**src/rtl/selector_sequencer.sv**
```systemverilog
// selector_sequencer: steps the Generator -> Concat -> Array_selector chain over a run of num_in
// values and returns each captured result on a valid/ready port. Define SEQ_PERF_CNT_EN for stall_cnt.
module selector_sequencer #(
    parameter  int SIZE = 16,
    parameter  int K    = 4,
    localparam int AW   = $clog2(SIZE),
    localparam int BIT  = $clog2(K),
    localparam int RW   = SIZE * BIT
) (
    input  logic          clk,
    input  logic          rst,
    input  logic          start_valid,
    output logic          start_ready,
    input  logic [AW-1:0] start_base,
    input  logic [AW:0]   start_count,
    input  logic          abort,
    output logic [AW-1:0] num_in,
    input  logic [RW-1:0] sel_results,
    output logic          out_valid,
    input  logic          out_ready,
    output logic [RW-1:0] out_results,
    output logic [AW-1:0] out_index,
    output logic          out_last,
    output logic          busy,
`ifdef SEQ_PERF_CNT_EN
    output logic [15:0]   stall_cnt,
`endif
    output logic          done
);

    typedef enum logic [1:0] {
        S_IDLE  = 2'd0,
        S_ISSUE = 2'd1,
        S_HOLD  = 2'd2,
        S_DONE  = 2'd3
    } state_t;

    state_t        state;
    state_t        state_next;
    logic [AW-1:0] ptr;
    logic [AW-1:0] ptr_inc;
    logic [AW:0]   remaining;
    logic [AW:0]   count_clamped;
    logic          accept;
    logic          kill;
    logic          handshake;

    assign start_ready   = (state == S_IDLE) && !rst;
    assign busy          = (state != S_IDLE);
    assign done          = (state == S_DONE);
    assign num_in        = ptr;

    assign accept        = start_valid && start_ready;
    assign kill          = abort && (state != S_IDLE);
    // abort outranks a handshake landing in the same cycle: that beat is dropped, not consumed
    assign handshake     = (state == S_HOLD) && out_valid && out_ready && !kill;
    assign count_clamped = (start_count > (AW+1)'(SIZE)) ? (AW+1)'(SIZE) : start_count;
    assign ptr_inc       = (ptr == AW'(SIZE - 1)) ? '0 : ptr + AW'(1);

    // NOTE: sequential state uses non-blocking (<=) so every flop samples pre-edge values;
    // blocking here would make results depend on statement order and mismatch synthesis.
    always_ff @(posedge clk) begin
        if (rst) state <= S_IDLE;
        else     state <= state_next;
    end

    // NOTE: state_next gets its default before the case; any path that skipped an assignment
    // in this always_comb would otherwise infer a latch.
    always_comb begin
        state_next = state;
        case (state)
            S_IDLE:  if (accept) state_next = (start_count == '0) ? S_DONE : S_ISSUE;
            S_ISSUE: state_next = S_HOLD;
            S_HOLD:  if (handshake) state_next = out_last ? S_DONE : S_ISSUE;
            S_DONE:  state_next = S_IDLE;
            default: state_next = S_IDLE;
        endcase
        if (kill) state_next = S_IDLE;
    end

    always_ff @(posedge clk) begin
        if (rst) begin
            ptr         <= '0;
            remaining   <= '0;
            out_valid   <= 1'b0;
            out_results <= '0;
            out_index   <= '0;
            out_last    <= 1'b0;
        end else begin
            if (accept) begin
                ptr       <= start_base;
                remaining <= count_clamped;
            end
            // num_in has been stable for the whole ISSUE cycle, so sel_results is settled
            if (state == S_ISSUE && !kill) begin
                out_results <= sel_results;
                out_index   <= ptr;
                out_last    <= (remaining == (AW+1)'(1));
                out_valid   <= 1'b1;
            end
            if (handshake) begin
                out_valid <= 1'b0;
                remaining <= remaining - (AW+1)'(1);
                if (!out_last) ptr <= ptr_inc;
            end
            if (kill) out_valid <= 1'b0;
        end
    end

`ifdef SEQ_PERF_CNT_EN
    always_ff @(posedge clk) begin
        if (rst || accept)
            stall_cnt <= '0;
        else if (state == S_HOLD && out_valid && !out_ready && stall_cnt != 16'hFFFF)
            stall_cnt <= stall_cnt + 16'd1;
    end
`endif

endmodule
```
**config.mk**
```make
export PLATFORM = sky130hd
export DESIGN_NAME = selector_sequencer
export DESIGN_NICKNAME = d
export VERILOG_FILES = /design/src/rtl/selector_sequencer.sv
export SDC_FILE = /design/constraint.sdc
export NUM_CORES = 1
export LEC_CHECK = 0
export ABC_AREA = 1
export BUFFER_PORTS_ARGS = -buffer_cell sky130_fd_sc_hd__clkbuf_2
export CORE_ASPECT_RATIO = 1.25
export CORE_MARGIN = 3
export CORE_UTILIZATION = 49
export CTS_BUF_LIST = sky130_fd_sc_hd__clkbuf_4
export DETAILED_ROUTE_END_ITERATION = 8
export GPL_ROUTABILITY_DRIVEN = 1
export PLACE_DENSITY = 0.92
export SETUP_SLACK_MARGIN = 0.2
export SYNTH_ARGS = -nofsm -noshare
export SYNTH_HDL_FRONTEND = slang
export SYNTH_SLANG_ARGS = --single-unit
```
**constraint.sdc**
```tcl
create_clock -name clk -period 1.4 [get_ports clk]
set_input_delay 0.35 -clock clk [delete_from_list [all_inputs] [get_ports clk]]
set_output_delay 0.35 -clock clk [all_outputs]
set_load 0.1 [all_outputs]
```
==> flow_metrics.py, run 1 <==
metrics = {
    "status": {
        "status": "did not finish",
        "lastStage": "4_1_cts",
        "error_line": "[ERROR DPL-0033] detailed placement checks failed during check placement.",
    },
    "floorplan": {
        "ios": 91,
        "initial_core_util": 0.5247,
        "rows": 26,
        "die_w_um": 65.96,
        "die_y_um": 80.95,
    },
    "clock_network": {
        "root_buffer": "clkbuf_4",
        "h-tree-depth": 2,
        "clkSinkCount": 49,
        "cts_buffers": 5,
        "postCtsHoldBufs": 0,
        "cts.repair.resized": 87,
        "post_cts_buffers": 19,
        "clk_path_buf_depth": 2,
    },
    "logic_synthesis": {
        "synth_warnings": 0,
        "yosysUniqueCellTypes": 29,
        "ys_ff_latch": 49,
        "syn-num-nets": 343,
        "synth_area_sq_um": 2202,
        "ys_seq_area_frac": 0.4455,
        "synthesis.area_per_instance_sq_um": 7.490,
        "synth_cells": 294,
    },
    "placement": {
        "portBuffers": 90,
        "place_hpwl_mm": 5.208,
        "finalWeightedCongestion": 0.8644,
        "pre_cts_slack_ns": 0.05584,
    },
}
## cells by family after synthesis
family,after synthesis,synth area share
simple gates,87,0.2040
flops,49,0.4455
fa+ha+maj,3,0.01705
buf+inv,68,0.1301
compound gates,87,0.2034
## synth_stat cells
library cell	n	area share
nand4_1	1	0.0028
a31oi_1	1	0.0028
nand2_1	31	0.053
ha_1	3	0.017
nand3_4	1	0.0080
nand2_2	1	0.0028
o21ai_1	13	0.030
nand3_2	4	0.018
clkbuf_1	4	0.0068
inv_1	50	0.085
o21ai_0	29	0.066
nand3b_1	2	0.0068
clkdlybuf4s18_2	1	0.0045
buf_4	1	0.0034
inv_2	5	0.0085
buf_6	2	0.010
o21ai_2	1	0.0040
a211oi_2	1	0.0057
nor3_2	1	0.0045
a21oi_1	42	0.095
or2_2	1	0.0028
nand2_8	1	0.0091
nor2_4	1	0.0051
nor2_1	24	0.041
buf_2	5	0.011
nand2_4	2	0.010
dfxtp_1	49	0.45
nor2_2	2	0.0057
nand3_1	15	0.034
## through the flow
stage,instance area [sq um],util,instances,hold slack (ns)
2_1_floorplan,2342,-,294,0.4191
3_3_place_gp,3508,0.8360,432,0.4502
3_5_place_dp,3508,0.8360,432,0.4560
==> run 2: changes to the inputs <==
Settings changed: CORE_ASPECT_RATIO 1.25 to not set, CORE_UTILIZATION 49 to 35, CTS_BUF_LIST sky130_fd_sc_hd__clkbuf_4 to not set, PLACE_DENSITY 0.92 to not set, PLACE_DENSITY_LB_ADDON set to 0.15, SETUP_SLACK_MARGIN 0.2 to not set.
==> run 2 against run 1 <==
  * The flow now finishes, with violations (setup timing)
  * Synthesized cell count stayed put
  * Synthesized area did not move
==> flow_metrics.py, run 2 <==
metrics = {
    "global_routing": {
        "grt_usage": 0.1527,
        "grt_pass1_vias": 1969,
        "grt_max_degree": 43,
        "overflow": 0,
        "grt_pass1_wl_mm": 9.135,
        "antenna_found_initial": 0,
    },
    "route": {
        "routed-via-count": 2138,
        "first_pass_iters": 4,
        "drt_iter0_markers": 84,
        "drc": 0,
        "route.met3.wl_um": 361,
        "drt-met1-wl_mm": 2.448,
        "routedWlPerCell_um": 11.77,
        "postRouteWirelength_mm": 5.518,
        "top_layer_used": "met4",
        "via_per_inst": 4.559,
        "met2WireLength_mm": 2.668,
        "drt.antenna.violating_nets": 0,
    },
    "logic_synthesis": {
        "synthTopCellsByArea": "dfxtp_1 45%, a21oi_1 9.5%, inv_1 8.5%, o21ai_0 6.6%, nand2_1 5.3%",
        "synth.largest_area_cell": "dfxtp_1",
        "synth_edf_count": 0,
        "synth_area_sq_um": 2202,
        "synth-async-reset-ratio": 0,
        "ys_seq_area_frac": 0.4455,
        "synthesis.area_per_instance_sq_um": 7.490,
        "ys_ff_latch": 49,
        "yosysMostFrequentCell": "inv_1",
        "synth_flop_cell": "dfxtp_1",
        "synth_top_area_share": 0.4455,
        "synth_cells": 294,
        "syn-num-nets": 343,
        "yosysUniqueCellTypes": 29,
        "synth_warnings": 0,
        "synth_common_cells": "50 x inv_1, 49 x dfxtp_1, 42 x a21oi_1",
    },
    "sta": {
        "hold_slack_ns": 0.3057,
        "max-slew-margin-rel": 0.6727,
        "slew_violations": 0,
        "worstMarginPinSlew_ns": 0.4857,
        "clock.fmax_ghz": 0.6780,
        "setup_viol": 2,
        "grt_setup_unrepaired": "true",
        "worst_clock_skew_ns": 0.006176,
        "worst_slack_ns": -0.07496,
        "finalHoldViolCount": 0,
        "finalSetupTns_ns": -0.1094,
        "period_minus_slack_ns": 1.475,
        "post-route-period-util": 1.054,
    },
    "finish": {
        "final_cell_mix": "49 x inv_1, 49 x buf_12, 45 x clkbuf_2, 42 x a21oi_1, 40 x dfxtp_1",
        "nets": 442,
        "largest_reg_flops": 32,
        "top_register": "out_results",
        "nFillCells": 536,
        "syn2layout_area_growth_pct": 65.91,
        "drive_above_1_share": 0.3706,
        "reg_top3": "out_results (32), remaining (5)",
        "antenna_cells": 0,
    },
    "power": {
        "ir_worst_vdd_v": 0.0004534,
        "seq_power_share": 0.453,
        "cellPowerDensity_nw_per_um2": 917.2,
        "p_switching_uw": 1132,
        "p_leak_uw": 0.001560,
        "intPower_uw": 2219,
        "p_total_uw": 3351,
        "power.share.clock": 0.260,
        "p_sw_frac": 0.3379,
        "combPwrFrac": 0.287,
    },
    "clock_network": {
        "h-tree-depth": 2,
        "path_clk_slew_ns": 0.10,
        "clk_path_buf_depth": 2,
        "root_buffer": "clkbuf_8",
        "insertion_delay_ns": 0.29,
        "clkSinkCount": 49,
        "cts_tree": "built",
        "cts_buffers": 5,
    },
    "critical_path": {
        "startpoint_type": "flop",
        "critPathCaptureType": "output pin",
        "max_stage_delay_ns": 0.37,
        "crit_type": "flop to output pin",
        "critical_path.slowest_cell": "dfxtp_4",
        "r2r-start": "state[1]$_SDFFE_PP0P_",
        "cp_max_fo": 4,
        "startpoint": "state[1]$_SDFFE_PP0P_",
        "crit_required_ns": 1.05,
        "arrival_ns": 1.12,
        "crit_chain": "inv_4 -> nand2_8 -> nor2_4 -> buf_12",
    },
    "placement": {
        "portBuffers": 90,
        "finalWeightedCongestion": 0.7995,
        "pre_cts_slack_ns": 0.08375,
        "place_hpwl_mm": 4.281,
    },
    "floorplan": {
        "rows": 28,
        "die_y_um": 85.32,
        "dieArea_sq_um": 7280,
        "core_area_sq_um": 5991,
        "ios": 91,
        "initial_core_util": 0.3676,
        "die_w_um": 85.32,
    },
    "hold_path": {
        "hold_start": "sel_results[8]",
        "worst_hold_path_type": "primary input to flop",
    },
    "status": {
        "violations": "setup timing",
        "status": "finished, violations left",
    },
    "run": {
        "max_cap_viol_count": 0,
    },
}
[run 2: layout make-up]
class                      instances  area [sq um]  area share
clock buffer                       6         82.58     0.02260
clock inverter                     2         13.76    0.003767
inverter                          55         214.0     0.05856
multi-input combinational        177         960.9      0.2630
sequential                        49         999.7      0.2736
tap                               75         93.84     0.02568
timing repair buffer             105          1289      0.3527
[run 2: cells by family (layout without fill, tap and decap cells)]
kind of cell    after synthesis  in the layout  synth area share
fa+ha+maj                     3              3           0.01705
simple gates                 87             87            0.2040
flops                        49             49            0.4455
compound gates               87             87            0.2034
buf+inv                      68            168            0.1301
[run 2: worst paths after layout]
check / endpoint / slack, ns / cells after the start
worst max-delay path: start_ready / -0.07 / 4
worst min register to register: out_results[30]$_SDFFE_PP0P_ / 0.48 / 2
worst min-delay path: out_results[8]$_SDFFE_PP0P_ / 0.31 / 3
worst max register to register: out_results[20]$_SDFFE_PP0P_ / 0.07 / 7
[run 2: power by group through the flow]
stage	registers, uW	clock network (uW)	logic, uW
floorplan	1850	0	259
global placement	1550	0	926
detailed placement	1550	0	933
CTS	1520	902	956
global route	1520	976	1020
finish	1520	873	962
[run 2: per-layer routing]
metal | vias to the layer above | global-route usage
met4 | 0 | 0.04173
met1 | 926 | 0.1964
met3 | 4 | 0.03786
met2 | 68 | 0.2542
met5 | - | 0
li1 | 1140 | -
[run 2: through the flow]
| step | cells | util | area (sq um) |
|---|---|---|---|
| final | 469 | 0.6099 | 3654 |
| after global routing | 469 | 0.6099 | 3654 |
| after CTS | 466 | 0.6055 | 3627 |
| after detailed placement | 454 | 0.5815 | 3483 |
| after global placement | 454 | 0.5815 | 3483 |
| after floorplan | 294 | - | 2246 |
[run 2: critical path: cells and delay by family, from the launching register on]
| family | cells | cell delay (ns) |
|---|---|---|
| flip-flops | 1 | 0.37 |
| buffers and inverters | 2 | 0.26 |
| AND/OR/NAND/NOR | 2 | 0.19 |
[run 2: timing repair]
action                                  4_1_cts  5_1_grt
hold buffers                                  0        0
pin swaps                                     2        2
buffers inserted                              4        3
endpoints found under the hold margin         0        0
endpoints found under the setup margin        2        4
gates resized for setup                       2        8
Note: power is estimated with default switching activity, not from simulation.
==> run 3: changes to the inputs <==
Settings changed: PLACE_DENSITY set to 0.62, PLACE_DENSITY_LB_ADDON 0.15 to not set, REMOVE_ABC_BUFFERS set to 1.
==> run 3 against run 2 <==
  * The flow still finishes with violations (setup timing)
  * Final cell count fell by 0.21%
  * Die area stayed put
  * First-iteration DRC count is 21% lower
  * Maximum frequency increased by 3.6%
  * Worst hold slack gained 0.0079 ns
  * Cell area is 2.6% lower
  * Critical path type unchanged
  * Largest cell class unchanged
  * Largest power group unchanged
==> flow_metrics.py, run 3 (synthesized netlist as in run 2, its figures left out) <==
metrics = {
    "sta": {
        "worst_clock_skew_ns": 0.006464,
        "max-slew-margin-rel": 0.7770,
        "clock.fmax_ghz": 0.7023,
        "period_minus_slack_ns": 1.424,
        "post-route-period-util": 1.017,
        "worstMarginPinSlew_ns": 0.3333,
        "grt_setup_unrepaired": "true",
        "finalHoldViolCount": 0,
        "worst_slack_ns": -0.02381,
        "hold_slack_ns": 0.3136,
        "slew_violations": 0,
        "setup_viol": 3,
    },
    "power": {
        "p_leak_uw": 0.001521,
        "p_total_uw": 3259,
        "cellPowerDensity_nw_per_um2": 915.8,
        "ir_worst_vdd_v": 0.0004410,
    },
    "critical_path": {
        "crit_required_ns": 1.05,
        "cp_max_fo": 3,
        "critPathCaptureType": "output pin",
        "startpoint_type": "flop",
        "arrival_ns": 1.07,
        "crit_type": "flop to output pin",
    },
    "finish": {
        "nFillCells": 520,
        "drive_above_1_share": 0.3435,
        "final_cell_mix": "49 x inv_1, 47 x dfxtp_1, 46 x buf_12, 45 x clkbuf_2, 42 x a21oi_1",
        "design_area_sq_um": 3558,
        "antenna_cells": 0,
        "largest_reg_flops": 32,
        "final_cells": 468,
        "syn2layout_area_growth_pct": 61.59,
        "nets": 441,
        "top_register": "out_results",
        "reg_top3": "out_results (32), remaining (5)",
        "layout_commonest_cell": "inv_1",
    },
    "clock_network": {
        "clkSinkCount": 49,
        "insertion_delay_ns": 0.30,
        "h-tree-depth": 2,
        "postCtsHoldBufs": 0,
        "root_buffer": "clkbuf_8",
        "cts_tree": "built",
        "path_clk_slew_ns": 0.08,
        "cts_buffers": 5,
        "clk_path_buf_depth": 2,
    },
    "placement": {
        "portBuffers": 90,
        "finalWeightedCongestion": 0.7799,
        "place_hpwl_mm": 4.370,
        "place_inst": 457,
        "place_area_sq_um": 3437,
    },
    "status": {
        "status": "finished, violations left",
        "violations": "setup timing",
    },
    "route": {
        "routed-via-count": 2194,
        "postRouteWirelength_mm": 5.761,
        "via_per_inst": 4.688,
        "first_pass_iters": 4,
        "drt_iter0_markers": 66,
        "drt.antenna.violating_nets": 0,
        "routedWlPerCell_um": 12.31,
        "drc": 0,
    },
    "run": {
        "max_cap_viol_count": 0,
    },
    "global_routing": {
        "grt_max_degree": 76,
        "grt_usage": 0.1594,
        "grt_pass1_vias": 2066,
        "overflow": 0,
        "antenna_found_initial": 0,
        "grt_pass1_wl_mm": 9.459,
    },
    "hold_path": {
        "worst_hold_path_type": "primary input to flop",
    },
    "floorplan": {
        "initial_core_util": 0.3676,
        "core_area_sq_um": 5991,
        "rows": 28,
        "die_w_um": 85.32,
        "die_y_um": 85.32,
        "ios": 91,
        "dieArea_sq_um": 7280,
    },
}
run 3: cell types whose count changed in the layout (fill, tap and decap cells not counted), moves of 2 or more:
cell,change
dfxtp_1,+7
buf_12,-3
dfxtp_2,-4
clkbuf_1,+2
dfxtp_4,-3
inv_2,+2
o21ai_1,-4
buf_4,+2
o21ai_0,+4
run 3: final cells by class:
type	count	area, sq um	area share
inverters	55	206.4	0.05802
flip-flops and latches	49	983.4	0.2764
repair buffers	104	1244	0.3495
clock inverters	1	7.507	0.002110
clock buffers	7	76.32	0.02145
multi-input cells	177	947.2	0.2662
well taps	75	93.84	0.02637
run 3: final timing paths:
path | start | end | slack, ns | cells past startpoint
max | state[0]$_SDFFE_PP0P_ | start_ready | -0.02 | 4
min | sel_results[0] | out_results[0]$_SDFFE_PP0P_ | 0.31 | 3
max reg2reg | remaining[0]$_SDFFE_PP0P_ | remaining[2]$_SDFFE_PP0P_ | 0.17 | 8
min reg2reg | out_index[0]$_SDFFE_PP0P_ | out_index[0]$_SDFFE_PP0P_ | 0.48 | 2
run 3: critical path, stage by stage (launching register included):
cell and delay (ns):
dfxtp_2 0.34, inv_2 0.08, nand2_4 0.07, nor2_4 0.12, buf_12 0.18
run 3: layer usage:
metal	up-vias	share of wire	GRT usage
met5	-	0	0
met2	69	0.47	0.2655
met4	0	0.012	0.04604
met3	8	0.073	0.04272
met1	983	0.45	0.2021
li1	1134	-	-
run 3: what timing repair did:
item                       CTS  global route
resized for setup            6             1
setup endpoints to repair    3             4
buffers inserted             3             0
gates cloned                 0             0
pin swaps                    2             1
run 3: per-stage QoR:
step / worst slack (ns) / TNS, ns / util
3_3_place_gp: 0.1060 / 0 / 0.5737
6_report: -0.02381 / -0.05112 / 0.5940
2_1_floorplan: -1.159 / -19.16 / -
3_5_place_dp: 0.06948 / 0 / 0.5737
4_1_cts: -0.05246 / -0.08263 / 0.5940
5_1_grt: -0.08390 / -0.2211 / 0.5940
run 3: where the power goes:
group / leakage [uW] / internal [uW] / switching (uW)
Combinational: 0.00108 / 347 / 596
Clock: 0.0000385 / 354 / 451
Sequential: 0.000399 / 1450 / 59.4
